### src/rtl/sha1_pkg.sv
// sha1_pkg: shared constants and types for the SHA-1 round sequencer and datapath
package sha1_pkg;
    localparam int ROUNDS    = 80;
    localparam int WORDS     = 16;
    localparam int PHASE_LEN = 20;

    typedef logic [31:0] word_t;
    typedef enum logic [1:0] {PH0, PH1, PH2, PH3} phase_e;
    typedef enum logic [1:0] {S_FLUSH, S_IDLE, S_RUN} state_e;

    function automatic phase_e phase_of(input logic [6:0] round);
        return round < 7'(PHASE_LEN) ? PH0 : round < 7'(2 * PHASE_LEN) ? PH1 :
               round < 7'(3 * PHASE_LEN) ? PH2 : PH3;
    endfunction
endpackage

### src/rtl/sha1_round_sequencer_if.sv
// sha1_round_sequencer_if: message stream, datapath control and result bundle
interface sha1_round_sequencer_if #(parameter int TAG_W = 8);
    import sha1_pkg::*;
    word_t            msg_data;
    logic             msg_valid;
    logic             msg_last;
    logic             msg_ready;
    word_t            dp_din;
    logic             dp_load;
    logic             dp_phase_advance;
    logic [1:0]       dp_phase;
    word_t            dp_r;
    logic             res_valid;
    word_t            res_data;
    logic [TAG_W-1:0] res_tag;

    modport master (
        input  msg_data, msg_valid, msg_last, dp_phase, dp_r,
        output msg_ready, dp_din, dp_load, dp_phase_advance, res_valid, res_data, res_tag
    );
    modport slave (
        output msg_data, msg_valid, msg_last, dp_phase, dp_r,
        input  msg_ready, dp_din, dp_load, dp_phase_advance, res_valid, res_data, res_tag
    );
endinterface

### src/rtl/sha1_block_buffer.sv
// sha1_block_buffer: two-bank ping-pong store of 16-word blocks with framing check
module sha1_block_buffer
    import sha1_pkg::*;
(
    input  logic       clk,
    input  logic       rst,
    input  logic       wr_en,
    input  word_t      wr_data,
    input  logic       wr_last,
    output logic       wr_full,
    input  logic       rd_release,
    input  logic [3:0] rd_idx,
    output word_t      rd_data,
    output logic       rd_full,
    output logic       rd_filling,
    output logic       frame_err
);
    word_t      mem [2][WORDS];
    logic [1:0] full;
    logic       wr_ptr;
    logic       rd_ptr;
    logic [3:0] wr_idx;

    assign wr_full    = full[wr_ptr];
    assign rd_full    = full[rd_ptr];
    // read bank receives its last word this cycle
    assign rd_filling = wr_en && &wr_idx && wr_ptr == rd_ptr;
    assign rd_data    = mem[rd_ptr][rd_idx];

    always_ff @(posedge clk)
        if (wr_en) mem[wr_ptr][wr_idx] <= wr_data;

    always_ff @(posedge clk or posedge rst)
        if (rst) begin
            full      <= '0;
            wr_ptr    <= 1'b0;
            rd_ptr    <= 1'b0;
            wr_idx    <= '0;
            frame_err <= 1'b0;
        end else begin
            if (wr_en) begin
                wr_idx <= wr_idx + 1'b1;
                if (wr_last != &wr_idx) frame_err <= 1'b1;
                if (&wr_idx) begin
                    full[wr_ptr] <= 1'b1;
                    wr_ptr       <= ~wr_ptr;
                end
            end
            if (rd_release) begin
                full[rd_ptr] <= 1'b0;
                rd_ptr       <= ~rd_ptr;
            end
        end
endmodule

### src/rtl/sha1_round_sequencer.sv
// sha1_round_sequencer: issues buffered blocks on the 80-round schedule and captures tagged results
module sha1_round_sequencer
    import sha1_pkg::*;
#(
    parameter int TAG_W      = 8,
    parameter int RES_LAT    = 6,
    parameter int FLUSH_WAIT = 3
) (
    input  logic                          clk,
    input  logic                          rst,
    sha1_round_sequencer_if.master        bus,
    output logic                          busy,
    output logic                          err
);
    localparam int WW = $clog2(FLUSH_WAIT + 2);

    state_e           state, state_nx;
    logic [6:0]       round, round_nx;
    logic [WW-1:0]    wait_cnt;
    logic [TAG_W-1:0] tag, pend_tag;
    logic [6:0]       lat_cnt;
    logic [1:0]       ph_q;
    phase_e           exp_q1, exp_q2;
    logic             chk1, chk2, ph_err;
    logic             run, loading, last_round, flush_pulse;
    logic             wr_full, rd_full, rd_filling, frame_err;
    word_t            rd_data;

    sha1_block_buffer u_buf (
        .clk       (clk),
        .rst       (rst),
        .wr_en     (bus.msg_valid && bus.msg_ready),
        .wr_data   (bus.msg_data),
        .wr_last   (bus.msg_last),
        .wr_full   (wr_full),
        .rd_release(run && round == 7'(WORDS - 1)),
        .rd_idx    (round[3:0]),
        .rd_data   (rd_data),
        .rd_full   (rd_full),
        .rd_filling(rd_filling),
        .frame_err (frame_err)
    );

    assign run         = state == S_RUN;
    assign loading     = run && round < 7'(WORDS);
    assign last_round  = run && round == 7'(ROUNDS - 1);
    // wait_cnt starts loaded, so nothing pulses while rst is held
    assign flush_pulse = state == S_FLUSH && wait_cnt == '0 && bus.dp_phase != 2'd3;

    always_comb begin
        state_nx = state;
        round_nx = round;
        if (state == S_FLUSH) begin
            if (wait_cnt == '0 && bus.dp_phase == 2'd3) state_nx = S_IDLE;
        end else if (state == S_IDLE) begin
            if (rd_full) state_nx = S_RUN;
        end else if (last_round) begin
            state_nx = (rd_full || rd_filling) ? S_RUN : S_IDLE;
            round_nx = '0;
        end else begin
            round_nx = round + 1'b1;
        end
    end

    assign bus.msg_ready        = !wr_full && state != S_FLUSH;
    assign bus.dp_load          = loading;
    assign bus.dp_din           = loading ? rd_data : '0;
    assign bus.dp_phase_advance = flush_pulse || (run && round inside
        {7'd0, 7'(PHASE_LEN), 7'(2 * PHASE_LEN), 7'(3 * PHASE_LEN)});
    assign bus.res_valid        = lat_cnt == 7'd1;
    assign bus.res_data         = bus.res_valid ? bus.dp_r : '0;
    assign bus.res_tag          = bus.res_valid ? pend_tag : '0;
    assign busy                 = state != S_IDLE;
    assign err                  = frame_err || ph_err;

    always_ff @(posedge clk or posedge rst)
        if (rst) begin
            state    <= S_FLUSH;
            round    <= '0;
            wait_cnt <= WW'(FLUSH_WAIT);
            tag      <= '0;
            pend_tag <= '0;
            lat_cnt  <= '0;
            ph_q     <= '0;
            exp_q1   <= PH0;
            exp_q2   <= PH0;
            chk1     <= 1'b0;
            chk2     <= 1'b0;
            ph_err   <= 1'b0;
        end else begin
            state <= state_nx;
            round <= round_nx;
            if (flush_pulse) wait_cnt <= WW'(FLUSH_WAIT);
            else if (wait_cnt != '0) wait_cnt <= wait_cnt - 1'b1;
            if (run && round == '0) tag <= tag + 1'b1;
            // tag already advanced at this block's round 0
            if (last_round) begin
                pend_tag <= tag - 1'b1;
                lat_cnt  <= 7'(RES_LAT);
            end else if (lat_cnt != '0) begin
                lat_cnt <= lat_cnt - 1'b1;
            end
            ph_q   <= bus.dp_phase;
            exp_q1 <= phase_of(round);
            exp_q2 <= exp_q1;
            chk1   <= run;
            chk2   <= chk1;
            if (chk2 && ph_q != exp_q2) ph_err <= 1'b1;
        end
endmodule

### src/flat_wrapper.sv
// flat-port wrapper written by rule: the top's interface ports become plain ports
module sha1_round_sequencer_flat import sha1_pkg::*;
#(
    parameter int TAG_W      = 8,
    parameter int RES_LAT    = 6,
    parameter int FLUSH_WAIT = 3
)
  (clk, rst, busy, err, bus_msg_data, bus_msg_valid, bus_msg_last, bus_dp_phase, bus_dp_r, bus_msg_ready, bus_dp_din, bus_dp_load, bus_dp_phase_advance, bus_res_valid, bus_res_data, bus_res_tag);
  sha1_round_sequencer_if #(.TAG_W(TAG_W)) bus_i ();
  input  logic clk;
  input  logic rst;
  output logic busy;
  output logic err;
  input wire logic [$bits(bus_i.msg_data)-1:0] bus_msg_data;
  input wire logic [$bits(bus_i.msg_valid)-1:0] bus_msg_valid;
  input wire logic [$bits(bus_i.msg_last)-1:0] bus_msg_last;
  input wire logic [$bits(bus_i.dp_phase)-1:0] bus_dp_phase;
  input wire logic [$bits(bus_i.dp_r)-1:0] bus_dp_r;
  output wire logic [$bits(bus_i.msg_ready)-1:0] bus_msg_ready;
  output wire logic [$bits(bus_i.dp_din)-1:0] bus_dp_din;
  output wire logic [$bits(bus_i.dp_load)-1:0] bus_dp_load;
  output wire logic [$bits(bus_i.dp_phase_advance)-1:0] bus_dp_phase_advance;
  output wire logic [$bits(bus_i.res_valid)-1:0] bus_res_valid;
  output wire logic [$bits(bus_i.res_data)-1:0] bus_res_data;
  output wire logic [$bits(bus_i.res_tag)-1:0] bus_res_tag;
  assign bus_i.msg_data = bus_msg_data;
  assign bus_i.msg_valid = bus_msg_valid;
  assign bus_i.msg_last = bus_msg_last;
  assign bus_i.dp_phase = bus_dp_phase;
  assign bus_i.dp_r = bus_dp_r;
  assign bus_msg_ready = bus_i.msg_ready;
  assign bus_dp_din = bus_i.dp_din;
  assign bus_dp_load = bus_i.dp_load;
  assign bus_dp_phase_advance = bus_i.dp_phase_advance;
  assign bus_res_valid = bus_i.res_valid;
  assign bus_res_data = bus_i.res_data;
  assign bus_res_tag = bus_i.res_tag;
  sha1_round_sequencer #(.TAG_W(TAG_W), .RES_LAT(RES_LAT), .FLUSH_WAIT(FLUSH_WAIT)) u_core (.clk(clk), .rst(rst), .bus(bus_i), .busy(busy), .err(err));
endmodule
### config.mk
export PLATFORM = sky130hd
export DESIGN_NAME = sha1_round_sequencer_flat
export DESIGN_NICKNAME = d
export VERILOG_FILES = /design/src/rtl/sha1_pkg.sv /design/src/rtl/sha1_round_sequencer_if.sv /design/src/rtl/sha1_block_buffer.sv /design/src/rtl/sha1_round_sequencer.sv /design/src/flat_wrapper.sv
export SDC_FILE = /design/constraint.sdc
export NUM_CORES = 1
export LEC_CHECK = 0
export BUFFER_PORTS_ARGS = -buffer_cell sky130_fd_sc_hd__buf_2
export CORE_MARGIN = 2
export CORE_UTILIZATION = 44
export CTS_BUF_LIST = sky130_fd_sc_hd__clkbuf_16
export DETAILED_ROUTE_END_ITERATION = 10
export PLACE_DENSITY_LB_ADDON = 0.05
export SYNTH_ARGS = -nofsm -noshare
export SYNTH_HDL_FRONTEND = slang
export SYNTH_HIERARCHICAL = 1
export SYNTH_SLANG_ARGS = --single-unit
### constraint.sdc
create_clock -name clk -period 4.3 [get_ports clk]
set_clock_uncertainty 0.05 [all_clocks]
set_input_delay 0.86 -clock clk [delete_from_list [all_inputs] [get_ports clk]]
set_output_delay 0.86 -clock clk [all_outputs]
set_load 0.05 [all_outputs]
* After elaboration in Yosys (flattened, before gate mapping)
Memories as Yosys holds them, arrays and structs flattened.
Index checks and enable logic that the tools add are counted.
** Storage, ports and cells
- Flip-flop bits (word level) :: 53
- Memory bits (writable) :: 1024
- Input bits :: 70
- Logic and storage cells :: 130
- Memories kept :: 1
** Cells by class
- $add $sub $neg :: 6
- $lt $le $gt $ge :: 11
- Equal/unequal tests :: 16
- Multiplexer cells :: 35
- Bitwise logic cells :: 9
- Reductions and logical operators :: 35
** Memory list
- u_core.u_buf.mem :: depth 2, bits a word 512, rd ports 1, clocked after memory_dff 0, write ports 1, RTL line sha1_block_buffer.sv:18 : word_t mem [2][WORDS];
** Operators with widths (count)
- $mux 512 :: 1
- $mux 32 :: 5
- $bmux 32 s4 :: 1
- $demux 32 s4 :: 1
- $mux 2 :: 11
- $mux 7 :: 3
- $logic_and 1x1->1 :: 16
- $eq 7x6->1 const B :: 2
- $lt 7x5->1 const B :: 2
- $lt 7x6->1 const B :: 2
- $ge 5x5->1 const B :: 2
- $not 4->5 :: 2
- $add 8x1->8 const B :: 1
- $mux 1 :: 8
- $mux 8 :: 1
- $sub 8x1->8 const B :: 1
- $add 7x1->7 const B :: 1
- $eq 7x1->1 const B :: 1
- $eq 7x4->1 const B :: 1
- $eq 7x5->1 const B :: 1
- $eq 7x7->1 const B :: 1
- $logic_not 7->1 :: 1
- $reduce_bool 7->1 :: 1
- $sub 7x1->7 const B :: 1
- 30 further kinds :: 45

* Longest topological paths before layout
Gate-level depths: netlist (run 1).
- Word-level depth :: 12
- Depth in mapped cells :: 12

* By module
Netlist (run 1), hierarchy kept.
** Modules (own cells, without submodules)
- sha1_block_buffer :: times used 1, cells each 2271, area an instance 40373.7 um2
- sha1_round_sequencer :: times used 1, cells each 292, area an instance 2633.8 um2

* Worst setup path before layout (run 1)
OpenSTA, ideal clock, no wires.
- Path kind :: reg-to-reg
- Start :: register u_core.u_buf.wr_ptr
- End :: memory u_core/u_buf/mem[0][0] (netlist name) (enable)
- Library setup time :: 0.422 ns
- Arrival time :: 3.993 ns
- Required time :: 3.828 ns
- Path slack :: -0.165 ns
- Stages on the path, launching flop included :: 10
- Buffers on the path :: 3
- Clock period less this slack :: 4.465 ns
- Path through :: dfrtp_1 clkbuf_1 mux2_2 nor2_1 and2_1 buf_2 and3_1 clkbuf_1 nand2_1 nor2_1
** On the way
- Longest elaborated chain between the ends :: 7
** RTL lines
- from (decl) :: RTL line sha1_block_buffer.sv:20 : logic wr_ptr;
- from (signal assigned) :: RTL line sha1_block_buffer.sv:46 : wr_ptr <= ~wr_ptr;
- $mux 1 (implied by the code) (2 in series) :: RTL line sha1_block_buffer.sv:24 : assign wr_full = full[wr_ptr];
- net u_core.wr_full :: RTL line sha1_round_sequencer.sv:26 : logic wr_full, rd_full, rd_filling, frame_err;
- $logic_not 1->1 :: RTL line sha1_round_sequencer.sv:65 : assign bus.msg_ready = !wr_full && state != S_FLUSH;
- $logic_and 1x1->1 :: RTL line sha1_round_sequencer.sv:65
- net bus_msg_ready :: RTL line flat_wrapper.sv:19 : output wire logic [$bits(bus_i.msg_ready)-1:0] bus_msg_ready;
- $logic_and 1x1->1 :: RTL line sha1_round_sequencer.sv:32 : .wr_en (bus.msg_valid && bus.msg_ready),
- $mux 1 :: RTL line sha1_block_buffer.sv:31 : if (wr_en) mem[wr_ptr][wr_idx] <= wr_data;
- $mux 512 (implied by the code) :: RTL line sha1_block_buffer.sv:31
- to (decl) :: RTL line sha1_block_buffer.sv:18
The timed path passes the listed nets, and every way through them passes these cells. The select of a mux whose other input is x is not followed.

* Final worst setup path (run 1)
- Start :: register u_core.round[1]
- End :: output bus_dp_din[10]
** On the way
- Longest elaborated chain between the ends :: 5
- Elaborated cells on any way between the ends :: 7
** RTL lines
- from (decl) :: RTL line sha1_round_sequencer.sv:18 : logic [6:0] round, round_nx;
- from (signal assigned) :: RTL line sha1_round_sequencer.sv:92 : round <= round_nx;
- $not 4->5 (implied by the code) :: RTL line sha1_block_buffer.sv:28 : assign rd_data = mem[rd_ptr][rd_idx];
- $bmux 32 s4 :: RTL line sha1_block_buffer.sv:28
- $mux 32 (implied by the code) (2 in series) :: RTL line sha1_block_buffer.sv:28
- net u_core.rd_data[10] :: RTL line sha1_round_sequencer.sv:27 : word_t rd_data;
- $mux 32 :: RTL line sha1_round_sequencer.sv:67 : assign bus.dp_din = loading ? rd_data : '0;
- to (decl) :: RTL line flat_wrapper.sv:20 : output wire logic [$bits(bus_i.dp_din)-1:0] bus_dp_din;
The timed path passes the listed nets, and every way through them passes these cells. The select of a mux whose other input is x is not followed.

==> metrics.yaml, run 1 <==
synth_area_leaders: "edfxtp_1 71%, mux2i_1 12%, dfrtp_1 3.0%, a22oi_1 1.7%, and2_1 1.4%"
switchingPower_w: 0.00502
gp_congestion: 0.769
ys_async_sr_fraction_pct: 4.92
ys_top_cells_by_count: "1024 x edfxtp_1, 514 x mux2i_1, 120 x nand2_1"
finalCritPeriodShare_pct: 96.8
switching_share_pct: 22.2
vias: 23461
synth-main-ff-cell: "edfxtp_1"
worstSetupStartpoint: "u_core/round[1]"
drv_cap: 0
yosysUniqueCellTypes: 56
syn_to_final_growth_pct: 15.4
num_io_pins: 148
clk_latency_ps: 680
ys_ff_latch: 1077
finalNetCount: 2884
peakVddDrop_mv: 0.287
leakage_nw: 20.3
fin_crit_ps: 4160
cts_tree: "done"
seq_area_frac_synth_pct: 74.6
slew_viol_final: 0
drt_iter0_drc: 1901
total_power_w: 0.0227
first_global_vias: 23420
rr_worst_depth: 7
power_report.internal_total_w: 0.0177
status: "completed"
arrival_ps: 3250
grt-ovfl-total: 0
core-area_sq_um: 96900
finalSetupViolCount: 0
viasPerCell: 5.62
worstMarginPinSlew_ps: 961
finalSetupTns_ps: 0
r2r-end: "u_core/u_buf/mem[0][204]"
hold_viol_final: 0
cp-endpoint: "bus_dp_din[10]"
die-width_um: 317
rsz0062_at_grt: "no"
ctsHoldBuffers: 0
synthesis.area_sq_um: 43000
dp_slack_ps: 599
start_util_pct: 44.4
grt_pass1_wl_mm: 163
grt_max_degree: 72
cp_max_fo: 27
dr.pass1.iters: 5
drtAntennaViolNets: 0
hpwl_mm: 64.9
reg2reg_from: "u_core/u_buf/wr_ptr"
numPortBuffers: 147
r2r_slack_ps: 1200
instances_no_fill: 4171
fmax_ghz: 0.240
syn_area_per_cell_sq_um: 16.8
syn_nets: 2645
setup_slack_ps: 140
max_slew_margin_pct: 35.9
pwr-share-comb_pct: 5.6
routed_wl_mm: 113
htreeDepth: 3
start_kind: "flop"
yosys.area.top_type: "edfxtp_1"
yosys_warnings: 6
critPathCaptureType: "output pin"
synth_most_common_cell: "edfxtp_1"
die-height_um: 317
wl_per_cell_um: 27.2
cts_buffer_depth: 3
hold_class: "input port to asynchronous set/reset pin"
synthCells: 2563
dpl.cell_count: 3955
power.share.sequential_pct: 53.6
cts_made_buffers: 113
power_density_nw_per_um2: 457
rows: 114
clock_sinks: 1077
grt.total_usage_pct: 22.7
synth_top_area_share_pct: 71.5
root_buffer: "clkbuf_16"
cp.required_ps: 3390
antenna_found_initial: 6
synth_edf_count: 1024
holdWs_ps: 155
pwr-share-clk_pct: 40.8
dieArea_sq_um: 100000
critPathKind: "flop to output pin"
drc: 0
layout-drive-gt1-share_pct: 16.8
cts.clk_slew.worst_paths_ps: 60
worst min path at each step:
stage | slack [ps] | cells after the start | endpoint
2_1_floorplan | 280 | 0 | u_core/chk2
3_3_place_gp | 290 | 0 | u_core/chk2
3_5_place_dp | 290 | 0 | u_core/exp_q2[0]
4_1_cts | 110 | 2 | u_core/u_buf/frame_err
5_1_grt | 160 | 2 | u_core/u_buf/frame_err
6_report | 150 | 2 | u_core/u_buf/frame_err
sequential cells by signal (all words and copies together) (netlist names), 3 cells and up:
register	count
u_core/lat_cnt	7
u_core/pend_tag	8
u_core/round	7
u_core/tag	8
u_core/u_buf/mem	1024
u_core/u_buf/wr_idx	4
u_core/wait_cnt	3
critical path, cell delays in order, from the launching register on:
cell and delay, ps:
dfrtp_1 550, and2_4 570, buf_12 250, a22o_1 170, nor3_1 40, a31oi_1 330
nand3_1 200, and2_1 210, buf_2 210
metrics by stage:
step	instance area, sq um	util [%]
after CTS	49600	51.2
after detailed placement	46000	47.5
after global routing	49600	51.2
after global placement	46000	47.5
after floorplan	43000	-
final	49600	51.2
final cells by class:
type / count / area, sq um
fillers: 7952 / 47200
flip-flops and latches: 1077 / 32100
multi-input cells: 1319 / 10100
clock buffers: 119 / 2980
repair buffers: 272 / 2210
well taps: 1276 / 1600
clock inverters: 88 / 559
inverters: 19 / 71.3
diodes: 1 / 2.50
per-layer routing:
layer	wire (um)	share of wire [%]	track usage, %	vias up
li1	-	-	-	10469
met1	50400	44	31.9	12205
met2	54300	48	36.8	617
met3	5920	5.2	3.49	164
met4	2660	2.3	6.34	6
met5	41	0.036	0	-
cells by family after synthesis:
logic type	Yosys count	synth area share [%]
DFF	1077	74.6
AOI/OAI and AO/OA	327	5.11
buffers and inverters	168	2.20
adders and majority gates	13	0.372
muxes	516	12.0
and+or+nand+nor	433	5.12
xor gates and xnor gates	29	0.591
repair_timing:
item / in CTS / in global routing
buffers inserted: 0 / 7
pin swaps: 1 / 0
gates cloned: 1 / 0
setup endpoints to repair: 3 / 4
gates resized for setup: 7 / 1
cell usage in the layout, fill, tap and decap left out, types with 8 or more instances in the layout:
| master | n |
|---|---|
| a22oi_1 | 96 |
| xor2_1 | 8 |
| nand4_1 | 8 |
| a31oi_1 | 31 |
| and2_2 | 24 |
| edfxtp_1 | 1024 |
| a21oi_1 | 110 |
| nor3_1 | 39 |
| and2_1 | 73 |
| buf_12 | 41 |
| buf_4 | 86 |
| buf_2 | 144 |
| nand2_1 | 119 |
| xnor2_1 | 21 |
| nand3_1 | 101 |
| nor2_1 | 25 |
| clkbuf_16 | 119 |
| dfrtp_1 | 49 |
| clkinv_2 | 24 |
| clkinv_1 | 30 |
| mux2i_1 | 514 |
| inv_1 | 39 |
| a22o_1 | 64 |
| o21ai_0 | 10 |
| ha_1 | 12 |
power groups by stage:
stage	combinational [W]	sequential (W)	clock, W
floorplan	0.000547	0.0123	0
global placement	0.00125	0.0124	0
detailed placement	0.00127	0.0124	0
CTS	0.00128	0.0122	0.00948
global route	0.00135	0.0122	0.00988
finish	0.00126	0.0122	0.00926
No activity file was read; power rests on OpenSTA's default activity.
==> run 2: changes to the inputs <==
--- a/config.mk
+++ b/config.mk
@@ -6,6 +6,8 @@
 export NUM_CORES = 1
 export LEC_CHECK = 0
 export BUFFER_PORTS_ARGS = -buffer_cell sky130_fd_sc_hd__buf_2
+export CELL_PAD_IN_SITES_DETAIL_PLACEMENT = 0
+export CELL_PAD_IN_SITES_GLOBAL_PLACEMENT = 1
 export CORE_MARGIN = 2
 export CORE_UTILIZATION = 44
 export CTS_BUF_LIST = sky130_fd_sc_hd__clkbuf_16
==> run 2 against run 1 <==
  * Count of clock-buffer cells in the layout shrank 3
  * Clock power increased by 6.2%
  * Routed wire length increased by 3.5%
  * First-iteration DRC count up 6.0%
  * Critical endpoint is now bus_dp_din[14]
==> metrics.yaml, run 2 (synthesis gave the netlist of run 1 again) <==
status: "completed"
arrival_ps: 3300  # +50 ps
first_global_vias: 23268  # -0.65%
grt.total_usage_pct: 23.2  # +0.58 points
wl_per_cell_um: 28.1  # +3.4%
dp_slack_ps: 582  # -16.7 ps
cp_slowest_cell: "dfrtp_1"
start_kind: "flop"
grt_pass1_wl_mm: 166  # +1.7%
top_regs: "u_core/u_buf/mem (1024), u_core/pend_tag (8), u_core/tag (8)"
grt-ovfl-total: 0  # unchanged
drc: 0  # unchanged
cp_max_fo: 18  # -33%
leakage_nw: 20.5  # +0.65%
die-height_um: 317  # unchanged
numPortBuffers: 147  # unchanged
holdWs_ps: 145  # -9.67 ps
drv_cap: 0  # unchanged
root_buffer: "clkbuf_16"
critPathCaptureType: "output pin"
worstMarginPinSlew_ps: 1020  # +60.7 ps
hold_viol_final: 0  # unchanged
finalSetupViolCount: 0  # unchanged
r2r_slack_ps: 1010  # -190 ps
setup_slack_ps: 91.2  # -48.5 ps
cts_made_buffers: 114  # +0.88%
critPathKind: "flop to output pin"
htreeDepth: 3  # unchanged
slew_viol_final: 0  # unchanged
layout_commonest_cell: "edfxtp_1"
worstSetupStartpoint: "u_core/round[1]"
hold_class: "input port to asynchronous set/reset pin"
cts_buffer_depth: 3  # unchanged
layout-drive-gt1-share_pct: 16.8  # about the same
num_io_pins: 148  # unchanged
nFillCells: 7940  # -0.15%
cts_tree: "done"
gp_congestion: 0.752  # -2.3%
largest_reg_flops: 1024  # unchanged
largest_register: "u_core/u_buf/mem"
cp.required_ps: 3390  # about the same
antenna_found_initial: 9  # +3
rsz0062_at_grt: "no"
syn_to_final_growth_pct: 16.1
start_util_pct: 44.4  # unchanged
power_density_nw_per_um2: 466  # +1.9%
finalNetCount: 2881  # -0.10%
crit_chain: "and2_4 > buf_4 > a22o_1 > nor3_1 > a31oi_1 > nand3_1 > and2_1 > buf_2"
fmax_ghz: 0.238  # -1.2%
vias: 23594  # +0.57%
drtAntennaViolNets: 0  # unchanged
layout_common_cells: "1024 x edfxtp_1, 514 x mux2i_1, 147 x buf_2"
r2r-end: "u_core/u_buf/mem[0][176]"
dpl.cell_count: 3943  # -0.30%
dieArea_sq_um: 100000  # unchanged
cpPeakStageDelay_ps: 580  # about the same
dr.pass1.iters: 5  # unchanged
drt_iter0_drc: 2016  # +6.0%
clk_latency_ps: 690  # about the same
fin_crit_ps: 4210  # +48.5 ps
instances_no_fill: 4172  # +0.024%
rr_worst_depth: 7  # unchanged
total_power_w: 0.0232  # +2.5%
finalCritPeriodShare_pct: 97.9  # +1.1 points
peakVddDrop_mv: 0.314  # +9.6%
viasPerCell: 5.66  # +0.54%
rows: 114  # unchanged
cts.clk_slew.worst_paths_ps: 60  # about the same
ctsHoldBuffers: 0  # unchanged
routed_wl_mm: 117  # +3.5%
antenna_cells: 0  # -1
max_slew_margin_pct: 31.8  # -4.0 points
clock_sinks: 1077  # unchanged
core-area_sq_um: 96900  # unchanged
reg2reg_from: "u_core/u_buf/wr_ptr"
hpwl_mm: 64.9  # about the same
finalSetupTns_ps: 0  # unchanged
grt_max_degree: 73  # +1.4%
die-width_um: 317  # unchanged
## run 2: cell count changes in the layout (fill, tap and decap cells not counted), moves of 2 or more
cell and delta:
buf_12 +8, clkbuf_16 -3, clkinv_1 -3, a31oi_2 -2
a31oi_1 +2, buf_2 +3, clkinv_2 -6, bufinv_16 +10
buf_4 -16, inv_1 +3, inv_6 +3
## run 2: metrics by stage
stage,utilization [%],area [sq um]
after floorplan,-,43000
after global routing,51.6,49900
after CTS,51.5,49800
after detailed placement,47.5,46000
after global placement,47.5,46000
final,51.6,49900
## run 2: worst max-delay path: cells and delay by family (launching register included)
kind                   cells  cell delay (ps)
AOI/OAI and AO/OA          2              480
buffers and inverters      2              560
DFF                        1              580
and+or+nand+nor            4              980
## run 2: repair_timing
item | 4_1_cts | 5_1_grt
resized for setup | 3 | 1
endpoints found under the hold margin | 0 | 0
endpoints found under the setup margin | 22 | 11
setup buffers | 5 | 10
pin swaps | 0 | 1
gates cloned | 0 | 1
## run 2: how the worst max path moves through the flow
stage,endpoint,cells after the start
2_1_floorplan,u_core/u_buf/mem[0][100],9
4_1_cts,bus_dp_din[14],8
3_3_place_gp,bus_dp_din[14],8
5_1_grt,bus_dp_din[14],8
6_report,bus_dp_din[14],8
3_5_place_dp,bus_dp_din[14],8
## run 2: per-layer routing
metal  vias up  GRT usage (%)  part of all wire (%)
li1      10469              -                     -
met1     12339           33.0                    45
met2       619           37.7                    48
met3       157           3.65                   5.3
met4        10           5.89                   2.1
met5         -              0                 0.054
## run 2: final cells by class
class	instances	area, sq um	area share (%)
flip-flops and latches	1077	32100	64.2
multi-input cells	1319	10100	20.2
clock buffers	116	2900	5.81
repair buffers	268	2300	4.60
well taps	1276	1600	3.20
clock inverters	97	880	1.76
inverters	19	71.3	0.143
## run 2: power by group
part / leakage [nW] / internal [W] / switching [W] / total [W]
clock network: 1.94 / 0.00583 / 0.00400 / 0.00983
registers: 9.89 / 0.0120 / 0.000130 / 0.0122
logic: 8.63 / 0.000315 / 0.000947 / 0.00126
